File: src/rtl/fetch_stage_pkg.sv
// fetch_stage_pkg: shared opcode/funct constants, reset defaults and IF/ID layout for the fetch stage
package fetch_stage_pkg;
    localparam logic [31:0] RESET_PC_DEF  = 32'h0000_3000;
    localparam logic [31:0] NOP_INSTR_DEF = 32'h0000_0000;
    localparam logic [5:0] OP_SPECIAL = 6'h00;
    localparam logic [5:0] OP_REGIMM  = 6'h01;
    localparam logic [5:0] OP_J       = 6'h02;
    localparam logic [5:0] OP_JAL     = 6'h03;
    localparam logic [5:0] OP_BEQ     = 6'h04;
    localparam logic [5:0] OP_BNE     = 6'h05;
    localparam logic [5:0] OP_BLEZ    = 6'h06;
    localparam logic [5:0] OP_BGTZ    = 6'h07;
    localparam logic [4:0] RT_BLTZ    = 5'h00;
    localparam logic [4:0] RT_BGEZ    = 5'h01;
    localparam logic [5:0] FN_JR      = 6'h08;
    localparam logic [5:0] FN_JALR    = 6'h09;
    localparam logic IDLE    = 1'b0;
    localparam logic PENDING = 1'b1;
    typedef struct packed {
        logic [31:0] instr;
        logic [31:0] pc;
        logic [31:0] pc8;
        logic        valid;
    } ifid_t;
    function automatic logic is_cond_branch(input logic [31:0] instr);
        logic [5:0] op;
        op = instr[31:26];
        return op == OP_BEQ || op == OP_BNE || op == OP_BLEZ || op == OP_BGTZ ||
               (op == OP_REGIMM && (instr[20:16] == RT_BLTZ || instr[20:16] == RT_BGEZ));
    endfunction
endpackage

File: src/rtl/fetch_stage_npc_calc.sv
// npc_calc: ID-stage redirect decode plus branch/jump target and next-PC selection
module npc_calc
    import fetch_stage_pkg::*;
(
    input  logic [31:0] pc_i,
    input  logic [31:0] instr_d_i,
    input  logic [31:0] pc_d_i,
    input  logic        valid_d_i,
    input  logic        branch_i,
    input  logic [31:0] rd1_i,
    input  logic        pend_i,
    input  logic [31:0] pend_target_i,
    output logic        redir_o,
    output logic [31:0] redir_target_o,
    output logic [31:0] npc_o
);
    logic [5:0]  op;
    logic [31:0] pc4_d, br_target, j_target;
    logic        is_br, is_j, is_jr;
    assign op        = instr_d_i[31:26];
    assign pc4_d     = pc_d_i + 32'd4;
    assign br_target = pc4_d + {{14{instr_d_i[15]}}, instr_d_i[15:0], 2'b00};
    assign j_target  = {pc4_d[31:28], instr_d_i[25:0], 2'b00};
    assign is_br     = is_cond_branch(instr_d_i);
    assign is_j      = op == OP_J || op == OP_JAL;
    assign is_jr     = op == OP_SPECIAL && (instr_d_i[5:0] == FN_JR || instr_d_i[5:0] == FN_JALR);
    assign redir_o        = valid_d_i && ((is_br && branch_i) || is_j || is_jr);
    assign redir_target_o = is_jr ? rd1_i : is_j ? j_target : br_target;
    assign npc_o          = redir_o ? redir_target_o : pend_i ? pend_target_i : pc_i + 32'd4;
endmodule

File: src/rtl/fetch_stage.sv
// fetch_stage: PC, IF/ID register and pending-redirect tracking with delay slots and imem wait states
module fetch_stage
    import fetch_stage_pkg::*;
#(
    parameter logic [31:0] RESET_PC  = RESET_PC_DEF,
    parameter logic [31:0] NOP_INSTR = NOP_INSTR_DEF
) (
    input  logic        clk,
    input  logic        rst_n,
    input  logic        stall_i,
    input  logic        im_ready_i,
    input  logic [31:0] im_instr_i,
    output logic [31:0] im_addr_o,
    input  logic        branch_i,
    input  logic [31:0] rd1_i,
    output logic [31:0] instr_d_o,
    output logic [31:0] pc_d_o,
    output logic [31:0] pc8_d_o,
    output logic        valid_d_o,
    output logic        pend_o
);
    logic [31:0] pc_q, pc_d, pend_target_q, pend_target_d, redir_target, npc;
    logic        pend_q, pend_d, redir;
    ifid_t       ifid_q, ifid_d;
    npc_calc u_npc (
        .pc_i          (pc_q),
        .instr_d_i     (ifid_q.instr),
        .pc_d_i        (ifid_q.pc),
        .valid_d_i     (ifid_q.valid),
        .branch_i      (branch_i),
        .rd1_i         (rd1_i),
        .pend_i        (pend_q == PENDING),
        .pend_target_i (pend_target_q),
        .redir_o       (redir),
        .redir_target_o(redir_target),
        .npc_o         (npc)
    );
    // A redirect seen during a wait state is parked so the delay slot at PC is fetched first
    always_comb begin
        pc_d          = pc_q;
        ifid_d        = ifid_q;
        pend_d        = pend_q;
        pend_target_d = pend_target_q;
        if (!stall_i) begin
            ifid_d = '{instr: im_ready_i ? im_instr_i : NOP_INSTR, pc: pc_q, pc8: pc_q + 32'd8, valid: im_ready_i};
            if (im_ready_i) begin
                pc_d   = npc;
                pend_d = IDLE;
            end else if (redir) begin
                pend_d        = PENDING;
                pend_target_d = redir_target;
            end
        end
    end
    always_ff @(posedge clk or negedge rst_n) begin
        if (!rst_n) begin
            pc_q          <= RESET_PC;
            ifid_q        <= '{instr: NOP_INSTR, pc: 32'd0, pc8: 32'd0, valid: 1'b0};
            pend_q        <= IDLE;
            pend_target_q <= 32'd0;
        end else begin
            pc_q          <= pc_d;
            ifid_q        <= ifid_d;
            pend_q        <= pend_d;
            pend_target_q <= pend_target_d;
        end
    end
    assign im_addr_o = pc_q;
    assign instr_d_o = ifid_q.instr;
    assign pc_d_o    = ifid_q.pc;
    assign pc8_d_o   = ifid_q.pc8;
    assign valid_d_o = ifid_q.valid;
    assign pend_o    = pend_q == PENDING;
endmodule

File: config.mk
export PLATFORM = sky130hd
export DESIGN_NAME = fetch_stage
export DESIGN_NICKNAME = d
export VERILOG_FILES = /design/src/rtl/fetch_stage_pkg.sv /design/src/rtl/fetch_stage_npc_calc.sv /design/src/rtl/fetch_stage.sv
export SDC_FILE = /design/constraint.sdc
export NUM_CORES = 1
export LEC_CHECK = 0
export BUFFER_PORTS_ARGS = -buffer_cell sky130_fd_sc_hd__buf_2
export CORE_MARGIN = 3
export CORE_UTILIZATION = 28
export CTS_BUF_LIST = sky130_fd_sc_hd__clkbuf_8
export DETAILED_ROUTE_END_ITERATION = 8
export SETUP_SLACK_MARGIN = 0.5
export SLEW_MARGIN = 10
export SYNTH_ARGS = -nofsm -noshare
export SYNTH_HDL_FRONTEND = slang
export SYNTH_SLANG_ARGS = --single-unit
File: constraint.sdc
create_clock -name clk -period 4.4 [get_ports clk]
set_clock_uncertainty 0.1 [all_clocks]
set_input_delay 0.22 -clock clk [delete_from_list [all_inputs] [get_ports clk]]
set_output_delay 0.22 -clock clk [all_outputs]
set_load 0.05 [all_outputs]
Word level (Yosys, flattened, before mapping)

Cells that the tools add are included.

Word-level logic and storage cells: 49
Output and inout bits: 130
Bits of input ports: 69
Bits in read-only memories: 0
Bits in writable memories: 0
Bits in registers: 162
Memories: 0
Bits in latches: 0

Multiplexer cells: 7
Equal/unequal tests: 10
Divide/modulo/power cells: 0
Shift operators: 0
$add $sub $neg: 4
$mul: 0
Bitwise logic cells: 2
Reduce and logical (&&, ||, !) cells: 19
Order comparisons: 0

Operators with widths:

| cell                                                                   | number |
|---|---|
| 32-bit two-way mux                                                     | 5 |
| 32-bit by 3-bit adder with 32-bit output (second input constant)       | 2 |
| 32-bit adder                                                           | 1 |
| 32-bit by 4-bit adder with 32-bit output (second input constant)       | 1 |
| 6-bit by 3-bit equality test with 1-bit output (second input constant) | 4 |
| 6-bit by 2-bit equality test with 1-bit output (second input constant) | 2 |
| 6-bit by 4-bit equality test with 1-bit output (second input constant) | 2 |
| 1-bit logical OR                                                       | 9 |
| 6-bit by 1-bit equality test with 1-bit output (second input constant) | 1 |
| 6-bit zero test                                                        | 1 |
| 5-bit by 1-bit equality test with 1-bit output (second input constant) | 1 |
| 5-bit zero test                                                        | 1 |
| 1-bit logical AND                                                      | 4 |
| 2-bit AND reduction                                                    | 2 |
| 3-bit AND reduction                                                    | 1 |
| 1-bit two-way mux                                                      | 2 |
| 1-bit NOT                                                              | 2 |
| 2-bit nonzero test                                                     | 1 |

Logic depth before layout (Yosys ltp)

Gate-level depths: netlist of the first run.

Word-level depth: 11
Mapped depth: 18
Depth with buffers taken out: 16

Hierarchy

Synthesis of the first run repeated with hierarchy kept, for this count alone.

Cells, all modules: 1236
Area total of the unflattened synthesis: 10861.7 um2

By module, submodules not included:

| module      | times used | seq. area each (um2) | area each (um2) | cells each |
|---|---|---|---|---|
| fetch_stage | 1          | 3981.3               | 6488.7          | 550 |
| npc_calc    | 1          | 0.0                  | 4372.9          | 686 |

Worst setup path after synthesis of the first run

No wires, ideal clock.

Path type: reg-to-reg
From: reg ifid_q (netlist bit pc_d_o[8])
To: reg pc_q[31], in the netlist im_addr_o[31]
Setup time: 0.123 ns
Path slack: 0.322 ns
Required time: 4.177 ns
Cell stages (with the launch flop): 17
Clock period less this slack: 4.078 ns
Path buffers: 2
Arrival time: 3.855 ns
Cells stage by stage: dfrtp_1 and4_1 and4_1 and3_1 clkbuf_1 nand2_1 xnor2_1 ha_1 buf_2 nand4_1 or3_1 o21bai_2 a41oi_1 xor2_1 nor2_1 xnor2_1 o221a_2

Word-level cells in the longest chain between the ends: 5

Ends and longest elaborated chain:

| element                                      | RTL line                   | RTL |
|---|---|---|
| start, declared                              | fetch_stage.sv:24          | `ifid_t ifid_q, ifid_d;` |
| start signal, assigned                       | fetch_stage.sv:58          | `ifid_q <= '{instr: NOP_INSTR, pc: 32'd0, pc8: 32'd0, valid: 1'b0};` |
| start signal, assigned                       | fetch_stage.sv:63          | `ifid_q <= ifid_d;` |
| 32-bit by 3-bit adder with 32-bit output (*) | fetch_stage_npc_calc.sv:21 | `assign pc4_d = pc_d_i + 32'd4;` |
| 32-bit adder                                 | fetch_stage_npc_calc.sv:22 | `assign br_target = pc4_d + {{14{instr_d_i[15]}}, instr_d_i[15:0], 2'b00};` |
| 32-bit two-way mux (*) (2 in a row)          | fetch_stage_npc_calc.sv:28 | `assign redir_target_o = is_jr ? rd1_i : is_j ? j_target : br_target;` |
| 32-bit two-way mux (*)                       | fetch_stage_npc_calc.sv:29 | `assign npc_o = redir_o ? redir_target_o : pend_i ? pend_target_i : pc_i + 32'd4;` |
| end signal, assigned                         | fetch_stage.sv:62          | `pc_q <= pc_d;` |
| end, declared                                | fetch_stage.sv:22          | `logic [31:0] pc_q, pc_d, pend_target_q, pend_target_d, redir_target, npc;` |

Every way passes the cells marked *; elsewhere a longest branch is shown, timed or not.
A chain may end at the register's enable or synchronous reset.

Worst setup path in the final report of the first run

From: reg ifid_q (netlist bit pc_d_o[2])
To: reg pend_target_q[26]

Word-level cells in the longest chain between the ends: 4

Ends and longest elaborated chain:

| element                                  | RTL line                   | RTL |
|---|---|---|
| 32-bit by 3-bit adder with 32-bit output | fetch_stage_npc_calc.sv:21 |  |
| 32-bit adder                             | fetch_stage_npc_calc.sv:22 |  |
| 32-bit two-way mux (2 in a row)          | fetch_stage_npc_calc.sv:28 |  |
| end signal, assigned                     | fetch_stage.sv:65          | `pend_target_q <= pend_target_d;` |
| end, declared                            | fetch_stage.sv:22          |  |

No other way between the ends.

==> flow_metrics.tcl, run 1 <==
set metrics [dict create \
    post-dp-hpwl_microns 27100 \
    grt-busiest-layer "met2" \
    postLayoutSetupSlackWorst_ps 647 \
    worstSetupPathType "flop to flop" \
    stdcell_area_sq_um 12800 \
    synthDistinctLibCells 66 \
    seq_power_share 0.332 \
    synth_area_per_cell_sq_um 8.36 \
    grt_max_degree 87 \
    final_cells 1915 \
    clk_latency_ps 490 \
    placed_area_sq_um 11700 \
    register_area_sq_um 4000 \
    clk_path_buf_depth 2 \
    fillers 3765 \
    end_kind "flop" \
    synth_area_sq_um 10300 \
    cp-start-kind "flop" \
    row_count 69 \
    globalplace.congestion 0.899 \
    antenna_found_initial 0 \
    grt_pass1_wl_microns 56600 \
    fin_tns_setup_ps 0 \
    net-switching-power_mw 4.10 \
    finalCritPeriodShare 0.853 \
    power_density_nw_per_um2 609 \
    maxSlewHeadroom 0.188 \
    grt_use_met2 0.304 \
    use_met3 0.0418 \
    status "complete, no violations" \
    hold_ws_ps 27.4 \
    yosys_register_bits 159 \
    synth_area_leaders "dfrtp_1 38%, nand2_1 8.6%, o21ai_0 7.9%" \
    slew_violations 0 \
    max_cap_viol_count 0 \
    core-area_sq_um 35900 \
    cp.required_ps 4670 \
    synth_top_area_frac 0.382 \
    nets 1548 \
    syn2layout_area_growth_pct 24.6 \
    cts_sinks 159 \
    synthCells 1231 \
    synth_nets 1338 \
    clk_pin_slew_ps 100 \
    final.min_clock_period_ps 3750 \
    cts_max_level 4 \
    cts_tree "yes" \
    clockPowerShare 0.133 \
    ys_seq_area_frac 0.387 \
    use_met1 0.250 \
    root_buffer "clkbuf_8" \
    grt_usage 0.188 \
    netlist.top_cell.by_area "dfrtp_1" \
    antennaDiodeCount 0 \
    report.final.setup_viol 0 \
    rsz0062_at_grt "yes" \
    overflow 0 \
    cts-buffers-inserted 17 \
    synth_edf_count 0 \
    ys_async_sr_fraction 1.00 \
    worst_slew_pin_slew_ps 1210 \
    dp.cells 1818 \
    route.detailed.drc 0 \
    cp.arrival_ps 4020 \
    portBuffers 198 \
    pwr-share-comb 0.535 \
    pre_cts_ws_ps 326 \
    post_drt_wl_per_cell_microns 19.2 \
    p_int_mw 3.70 \
    pin_count 199 \
    grt_pass1_vias 9401 \
    die_w_microns 198 \
    hold_class "input pin to flop" \
    fmax_ghz 0.266 \
    start_util 0.286 \
    routed_wirelength_microns 36800 \
    p_leak_nw 5.65 \
    die_h_microns 198 \
    multiInputGateArea_sq_um 6100 \
    ir_drop_mv 0.357 \
    dr.pass1.iters 4 \
    drtIter0Drc 467 \
    detailroute.via_count 9675 \
    hold_violations 0 \
    vias_per_cell 5.05 \
    dieArea_sq_um 39100 \
    switching_share 0.526 \
    ys_warn_count 0 \
    critical_path.max_fanout 6 \
    ant_nets 0 \
    synthFlopType "dfrtp_1" \
    drive_above_1_share 0.253 \
]
-- power by group through the flow --
stage                     clock (mW)  combinational (mW)  sequential [mW]
after global placement             0                4.01             2.60
after global routing            1.13                4.53             2.67
final                           1.04                4.17             2.59
after CTS                       1.07                4.09             2.60
after detailed placement           0                4.02             2.62
after floorplan                    0                1.92             3.54
-- cell type report --
class | count | share of cell area
multi-input cells | 972 | 0.476
flip-flops and latches | 159 | 0.312
repair buffers | 280 | 0.137
well taps | 461 | 0.0450
clock buffers | 17 | 0.0183
clock inverters | 15 | 0.00888
inverters | 11 | 0.00322
-- per-layer routing --
| metal | up-vias | part of all wire |
|---|---|---|
| met5 | - | 0 |
| met4 | 0 | 0.025 |
| met3 | 44 | 0.060 |
| met2 | 253 | 0.47 |
| met1 | 4669 | 0.45 |
| li1 | 4709 | - |
-- per-stage QoR --
stage,util,power [mW]
3_5_place_dp,0.325,6.64
5_1_grt,0.357,8.32
3_3_place_gp,0.325,6.60
4_1_cts,0.350,7.76
2_1_floorplan,-,5.46
6_report,0.357,7.80
-- sequential cells by signal, indices dropped and copies added (netlist names) --
signal / cells
valid_d_o: 1
pc8_d_o: 29
pc_d_o: 32
im_addr_o: 32
pend_o: 1
instr_d_o: 32
pend_target_q: 32
-- what timing repair did --
item / CTS / global route
endpoints found under the hold margin: 126 / 0
buffers inserted: 1 / 11
gates resized for setup: 7 / 36
setup endpoints to repair: 17 / 30
hold buffers: 53 / 0
pin swaps: 2 / 4
-- synthesized netlist by cell type, drive strengths merged (3+ instances only) --
cell type and count:
inv 11, ha 37, mux2i 9, nand3 43, a21o 13, nand4 24
dfrtp 157, o21bai 4, or2 3, clkbuf 74, a211oi 9, xnor2 69
nand2 236, nand2b 6, and3 10, o22ai 8, nor3 18, nor4 10
buf 15, and2 6, or3 5, mux2 40, a221oi 3, a21oi 60
a31oi 8, o21a 11, o21ai 167, nor2 84, nor2b 5, o211ai 9
xor2 35, and4 7, o31ai 7
-- cells in the final DEF (no fill, tap or decap), types with 13 or more instances in the layout --
cell type / instances
a21o_1: 13
a21oi_1: 52
buf_2: 196
buf_4: 29
clkbuf_8: 17
dfrtp_1: 146
dlygate4sd3_1: 53
ha_1: 30
mux2_2: 40
nand2_1: 235
nand3_1: 41
nand4_1: 24
nor2_1: 78
nor3_1: 16
o21ai_0: 162
xnor2_1: 66
xor2_1: 35
-- cells by family (layout without fill, tap and decap cells) --
logic type | Yosys count | after routing | synth area share
flops | 159 | 159 | 0.387
mux | 49 | 49 | 0.0525
compound gates | 320 | 320 | 0.185
buf+inv | 100 | 323 | 0.0393
simple gates | 461 | 461 | 0.201
fa+ha+maj | 38 | 38 | 0.0469
xor+xnor | 104 | 104 | 0.0885
-- path summary, 6_finish.rpt --
| check | cells after the start | to | start | slack [ps] |
|---|---|---|---|---|
| max | 16 | pend_target_q[26]$_DFFE_PN0P_ | pc_d_o[2]$_DFFE_PN0N_ | 650 |
| min | 3 | pend_target_q[7]$_DFFE_PN0P_ | rd1_i[7] | 30 |
| max reg2reg | 16 | pend_target_q[26]$_DFFE_PN0P_ | pc_d_o[2]$_DFFE_PN0N_ | 650 |
| min reg2reg | 2 | pc8_d_o[28]$_DFFE_PN0N_ | pc8_d_o[28]$_DFFE_PN0N_ | 380 |
| max in group asynchronous | 3 | im_addr_o[12]$_DFFE_PN1P_ | rst_n | 2940 |
| min in group asynchronous | 2 | instr_d_o[21]$_DFFE_PN0N_ | rst_n | 290 |
-- worst max-delay path, cell delays in order, from the launching register on --
cell and delay [ps]:
dfrtp_2 460, buf_4 150, ha_1 160, and2_1 180, nand2_1 90, xnor2_1 80
ha_1 440, nand2_1 110, nor3_1 210, a211oi_1 70, buf_4 160, a2111oi_4 480
nor3_1 90, o31ai_1 260, xnor2_1 160, a21oi_1 100, mux2_2 320
No activity file was read; power rests on OpenSTA's default activity.
==> inputs of run 2 (changes only) <==
- CORE_UTILIZATION: 28 -> 58
- PLACE_DENSITY: default -> 0.83
==> run 2 against run 1 <==
Non-clock buffer count down 25; clock power up 11%; critical path type unchanged; largest cell class unchanged; wire length down 12%; via count up 2.6%; highest routed layer unchanged.
==> flow_metrics.tcl, run 2 (synthesis results as in run 1) <==
set metrics [dict create \
    cts-buffers-inserted 17 \
    status "complete, no violations" \
    grt-busiest-layer "met2" \
    dr.pass1.iters 5 \
    overflow 0 \
    grt_max_degree 108 \
    multiInputGateArea_sq_um 6010 \
    worst_slew_pin_slew_ps 1190 \
    final_cells 1654 \
    cp.required_ps 4660 \
    cpLargestDelayFamily "compound AO/OA/AOI/OAI gates" \
    cts_max_level 4 \
    ant_nets 0 \
    fmax_ghz 0.267 \
    mostFrequentLayoutCell "nand2_1" \
    die_h_microns 139 \
    postLayoutSetupSlackWorst_ps 655 \
    reg2reg_to "im_addr_o[27]$_DFFE_PN0P_" \
    antenna_found_initial 0 \
    cts_tree "yes" \
    vias_per_cell 6.00 \
    core-area_sq_um 17400 \
    max_cap_viol_count 0 \
    layout_common_cells "235 x nand2_1, 196 x buf_2, 159 x o21ai_0, 147 x dfrtp_1, 80 x nor2_1" \
    cts_sinks 159 \
    maxSlewHeadroom 0.201 \
    grt_pass1_vias 9486 \
    hold_violations 0 \
    cpPeakStageDelay_ps 420 \
    rr_worst_depth 15 \
    routed_wirelength_microns 32400 \
    hold_ws_ps 12.4 \
    cpMostUsedCell "a21oi_1" \
    r2r_slack_ps 650 \
    slew_violations 0 \
    final.min_clock_period_ps 3750 \
    detailroute.via_count 9925 \
    crit_buf_inv 0 \
    pre_cts_ws_ps 490 \
    portBuffers 198 \
    route.detailed.drc 0 \
    die_w_microns 139 \
    row_count 48 \
    syn2layout_area_growth_pct 19.0 \
    worstHoldStart "rd1_i[30]" \
    ir_drop_mv 0.475 \
    post-dp-hpwl_microns 23200 \
    root_buffer "clkbuf_8" \
    post_drt_wl_per_cell_microns 19.6 \
    power_density_nw_per_um2 638 \
    grt_pass1_wl_microns 51000 \
    hold_class "input pin to flop" \
    globalplace.congestion 0.978 \
    crit_slowest_cell "dfrtp_2" \
    postLayoutCoreUtil 0.705 \
    fin_tns_setup_ps 0 \
    grt_usage 0.328 \
    pin_count 199 \
    register_area_sq_um 3990 \
    hold_end "pend_target_q[30]$_DFFE_PN0P_" \
    use_met1 0.422 \
    hold_depth 3 \
    crit_chain "and4_1 > and2_2 > nand3_1 > xnor2_1 > ha_1 > a21oi_2 > o21ai_0 > a21o_1 > a221oi_4 > o31a_4 > o21ai_2 > a21oi_1 > xor2_1 > a21oi_1 > a221o_1" \
    cp.arrival_ps 4000 \
    grt_use_met2 0.535 \
    worstSetupPathType "flop to flop" \
    r2r-start "pc_d_o[5]$_DFFE_PN0N_" \
    drtIter0Drc 1028 \
    clk_path_buf_depth 2 \
    use_met3 0.0738 \
    critical_path.max_fanout 6 \
    finalCritPeriodShare 0.851 \
    start_util 0.593 \
    cp-start-kind "flop" \
    clk_pin_slew_ps 100 \
    report.final.setup_viol 0 \
    fillers 1408 \
    clk_latency_ps 470 \
    end_kind "flop" \
    dp.cells 1580 \
    p_leak_nw 5.54 \
    nets 1523 \
    drive_above_1_share 0.245 \
    rsz0062_at_grt "yes" \
    dieArea_sq_um 19400 \
    antennaDiodeCount 0 \
]
-- run 2: area by class of cell --
| class | instances | share of cell area |
|---|---|---|
| Clock buffer | 18 | 0.0202 |
| Timing Repair Buffer | 255 | 0.123 |
| Sequential cell | 159 | 0.326 |
| Clock inverter | 14 | 0.0126 |
| Inverter | 11 | 0.00337 |
| Multi-Input combinational cell | 972 | 0.491 |
| Tap cell | 225 | 0.0230 |
-- run 2: how the worst max path moves through the flow --
stage	from	cells after the start	end	slack, ps
5_1_grt	pc_d_o[5]$_DFFE_PN0N_	15	pend_target_q[30]$_DFFE_PN0P_	440
6_report	pc_d_o[5]$_DFFE_PN0N_	15	im_addr_o[27]$_DFFE_PN0P_	650
2_1_floorplan	pc_d_o[8]$_DFFE_PN0N_	16	im_addr_o[31]$_DFFE_PN0P_	500
4_1_cts	pc_d_o[9]$_DFFE_PN0N_	16	im_addr_o[27]$_DFFE_PN0P_	520
3_5_place_dp	pc_d_o[2]$_DFFE_PN0N_	13	pend_target_q[26]$_DFFE_PN0P_	490
3_3_place_gp	pc_d_o[9]$_DFFE_PN0N_	14	im_addr_o[31]$_DFFE_PN0P_	600
-- run 2: layer usage --
| layer | vias to the layer above | part of all wire |
|---|---|---|
| met4 | 0 | 0.046 |
| met1 | 4702 | 0.40 |
| met5 | - | 0 |
| li1 | 4664 | - |
| met2 | 479 | 0.47 |
| met3 | 80 | 0.083 |
-- run 2: timing repair --
| item | CTS | global route |
|---|---|---|
| endpoints found under the hold margin | 110 | 0 |
| setup buffers | 0 | 9 |
| resized for setup | 2 | 28 |
| hold buffers | 33 | 0 |
| gates cloned | 0 | 0 |
| pin swaps | 0 | 8 |
| setup endpoints to repair | 2 | 26 |
-- run 2: worst register-to-register path: stages (launching register included) --
cell      delay, ps
dfrtp_2         420
and4_1          240
and2_2          210
nand3_1         100
xnor2_1         140
ha_1            370
a21oi_2         170
o21ai_0         100
a21o_1          210
a221oi_4        400
o31a_4          240
o21ai_2          90
a21oi_1         190
xor2_1          170
a21oi_1         100
a221o_1         380
-- run 2: power breakdown --
| part | switching (mW) | internal (mW) |
|---|---|---|
| clock | 0.616 | 0.530 |
| sequential | 0.676 | 1.93 |
| combinational | 2.75 | 1.31 |
-- run 2: per-stage QoR --
| step | cell area, sq um | power, mW |
|---|---|---|
| finish | 12200 | 7.81 |
| global route | 12200 | 8.24 |
| CTS | 12100 | 7.72 |
| detailed placement | 11300 | 6.54 |
| global placement | 11300 | 6.47 |
| floorplan | 10300 | 5.46 |
==> inputs of run 3 (changes only) <==
- SYNTH_HIERARCHICAL: default -> 1
==> run 3 against run 2 <==
Largest cell class unchanged; via count is 7.2% higher; sequential power is 5% higher; highest routed layer unchanged; power is 14% higher; area after synthesis is 5.6% higher; critical path depth is 1 higher; sequential cell count stayed put; die area is 5.3% higher; final area is 9.4% higher; sequential share of layout area is 2.8 points lower.
==> flow_metrics.tcl, run 3 <==
set metrics [dict create \
    postLayoutSetupSlackWorst_ps 423 \
    ys_seq_area_frac 0.367 \
    max_cap_viol_count 0 \
    cpMostUsedCell "nand4_1" \
    synth_edf_count 0 \
    crit_slowest_cell "dfrtp_2" \
    core-area_sq_um 18200 \
    nets 1566 \
    ant_nets 0 \
    yosys_register_bits 159 \
    cts_max_level 4 \
    p_leak_nw 6.20 \
    grt_use_met2 0.557 \
    cp.required_ps 4650 \
    portBuffers 198 \
    antennaDiodeCount 0 \
    ir_drop_mv 0.619 \
    cpLargestDelayFamily "simple AND/OR/NAND/NOR gates" \
    synthCells 1236 \
    synth_nets 1343 \
    critical_path.max_fanout 6 \
    hold_violations 0 \
    mostFrequentLayoutCell "buf_2" \
    synth_area_sq_um 10900 \
    clockPowerShare 0.128 \
    start_util 0.597 \
    synth_top_area_frac 0.362 \
    finalCritPeriodShare 0.904 \
    slew_violations 0 \
    layout_common_cells "196 x buf_2, 193 x nand2_1, 140 x dfrtp_1, 103 x o21ai_0, 95 x mux2_2" \
    dp.cells 1604 \
    p_int_mw 4.27 \
    pre_cts_ws_ps 338 \
    row_count 49 \
    worst_slew_pin_slew_ps 1230 \
    end_kind "flop" \
    dieArea_sq_um 20400 \
    seq_power_share 0.309 \
    post-dp-hpwl_microns 23900 \
    switching_share 0.519 \
    hold_class "input pin to flop" \
    grt_pass1_vias 10012 \
    clk_latency_ps 470 \
    cp.arrival_ps 4230 \
    route.detailed.drc 0 \
    fin_tns_setup_ps 0 \
    fillers 1372 \
    drtIter0Drc 1064 \
    synth_commonest_cells "195 x nand2_1, 157 x dfrtp_1, 109 x o21ai_0, 97 x mux2_2, 94 x nor2_1" \
    crit_buf_inv 1 \
    synth_area_leaders "dfrtp_1 36%, mux2_2 10%, nand2_1 6.7%" \
    use_met3 0.0720 \
    ys_warn_count 6 \
    cts_sinks 159 \
    worstSetupPathType "flop to flop" \
    register_area_sq_um 4000 \
    cp-start-kind "flop" \
    pwr-share-comb 0.564 \
    overflow 0 \
    status "complete, no violations" \
    yosysMostFrequentCell "nand2_1" \
    drive_above_1_share 0.328 \
    routed_wirelength_microns 35200 \
    netlist.top_cell.by_area "dfrtp_1" \
    cts-buffers-inserted 17 \
    synth_area_per_cell_sq_um 8.79 \
    clk_path_buf_depth 2 \
    synthFlopType "dfrtp_1" \
    final_cells 1700 \
    die_h_microns 143 \
    detailroute.via_count 10635 \
    antenna_found_initial 0 \
    die_w_microns 143 \
    synthDistinctLibCells 81 \
    crit_chain "nand4_1 > buf_4 > nor3_4 > nand2_2 > nor2_2 > xor2_2 > ha_4 > nand4_1 > nor2_1 > and3_1 > a32o_1 > a21oi_2 > mux2i_1 > a311oi_1 > a22o_1 > mux2_2" \
    use_met1 0.425 \
    report.final.setup_viol 0 \
    vias_per_cell 6.26 \
    power_mw 8.86 \
    power_density_nw_per_um2 662 \
    grt_pass1_wl_microns 53700 \
    grt_max_degree 106 \
    globalplace.congestion 0.981 \
    cts_tree "yes" \
    maxSlewHeadroom 0.177 \
    ys_async_sr_fraction 1.00 \
    final.min_clock_period_ps 3980 \
    grt_usage 0.332 \
    clk_pin_slew_ps 100 \
    syn2layout_area_growth_pct 23.3 \
    multiInputGateArea_sq_um 6940 \
    dr.pass1.iters 8 \
    post_drt_wl_per_cell_microns 20.7 \
    net-switching-power_mw 4.60 \
    root_buffer "clkbuf_8" \
    cpPeakStageDelay_ps 430 \
    rsz0062_at_grt "no" \
    grt-busiest-layer "met2" \
    pin_count 199 \
    fmax_ghz 0.251 \
]
==> run 3: cell types whose count changed after synthesis, moves of 8 or more <==
cell	delta
a21o_1	+9
a21oi_1	-11
a31oi_1	+16
clkbuf_1	-22
mux2_2	+57
nand2_1	-40
nor2_1	+12
o21ai_0	-53
o31ai_1	+13
or3_1	+8
or4_1	+17
xnor2_1	-17
xor2_1	-9
==> run 3: logic make-up (layout without fill, tap and decap cells) <==
family / after synthesis / count (layout) / synth area share
flops: 159 / 159 / 0.367
fa+ha+maj: 38 / 38 / 0.0445
compound gates: 295 / 295 / 0.172
buf+inv: 92 / 327 / 0.0349
xor+xnor: 79 / 79 / 0.0644
simple gates: 468 / 468 / 0.210
mux: 105 / 105 / 0.108
==> run 3: path summary, 6_finish.rpt <==
| kind | from | end | slack [ps] | depth (start not counted) |
|---|---|---|---|---|
| hold reg to reg | pc8_d_o[16]$_DFFE_PN0N_ | pc8_d_o[16]$_DFFE_PN0N_ | 380 | 2 |
| setup reg to reg | pc_d_o[9]$_DFFE_PN0N_ | im_addr_o[28]$_DFFE_PN0P_ | 420 | 16 |
| min in group asynchronous | rst_n | instr_d_o[23]$_DFFE_PN0N_ | 350 | 2 |
| setup / recovery | pc_d_o[9]$_DFFE_PN0N_ | im_addr_o[28]$_DFFE_PN0P_ | 420 | 16 |
| hold / removal | rd1_i[26] | pend_target_q[26]$_DFFE_PN0P_ | 40 | 4 |
| max in group asynchronous | rst_n | pc_d_o[18]$_DFFE_PN0N_ | 2950 | 3 |
==> run 3: power groups by stage <==
stage	clock network, mW	registers, mW	logic, mW
after floorplan	0	3.86	2.12
after global placement	0	2.71	4.43
after detailed placement	0	2.75	4.50
after CTS	1.14	2.73	4.56
after global routing	1.20	2.81	5.31
final	1.13	2.74	5.00
==> run 3: layout make-up <==
cell class,count,share of cell area
clock buffers,18,0.0185
clock inverters,13,0.0116
inverters,19,0.00532
multi-input cells,985,0.518
flip-flops and latches,159,0.299
well taps,229,0.0214
repair buffers,277,0.127
==> run 3: per-stage QoR <==
step / cell area (sq um) / hold slack (ps) / util
2_1_floorplan: 10900 / -176 / -
3_3_place_gp: 12000 / 312 / 0.659
3_5_place_dp: 12000 / 318 / 0.659
4_1_cts: 12800 / 23.6 / 0.702
5_1_grt: 13400 / 41.8 / 0.736
6_report: 13400 / 40.2 / 0.736
==> run 3: routing by layer <==
metal / wire (microns) / up-vias / share of wire
li1: - / 4901 / -
met1: 13800 / 5118 / 0.39
met2: 17000 / 526 / 0.48
met3: 2940 / 90 / 0.084
met4: 1400 / 0 / 0.040
met5: 0 / - / 0
==> run 3: worst reg2reg max path, cell delays in order, from the launching register on <==
cell      delay (ps)
dfrtp_2          430
nand4_1          160
buf_4            200
nor3_4           270
nand2_2          140
nor2_2           160
xor2_2           300
ha_4             270
nand4_1          130
nor2_1           100
and3_1           200
a32o_1           230
a21oi_2          180
mux2i_1          280
a311oi_1         130
a22o_1           320
mux2_2           260
==> run 3: what timing repair did <==
item                                    in CTS  in global routing
endpoints found under the setup margin      10                 26
hold buffers                                33                  0
pin swaps                                    6                 38
hold endpoints to repair                   134                  0
gates resized for setup                     12                 80
buffers inserted                             2                 30
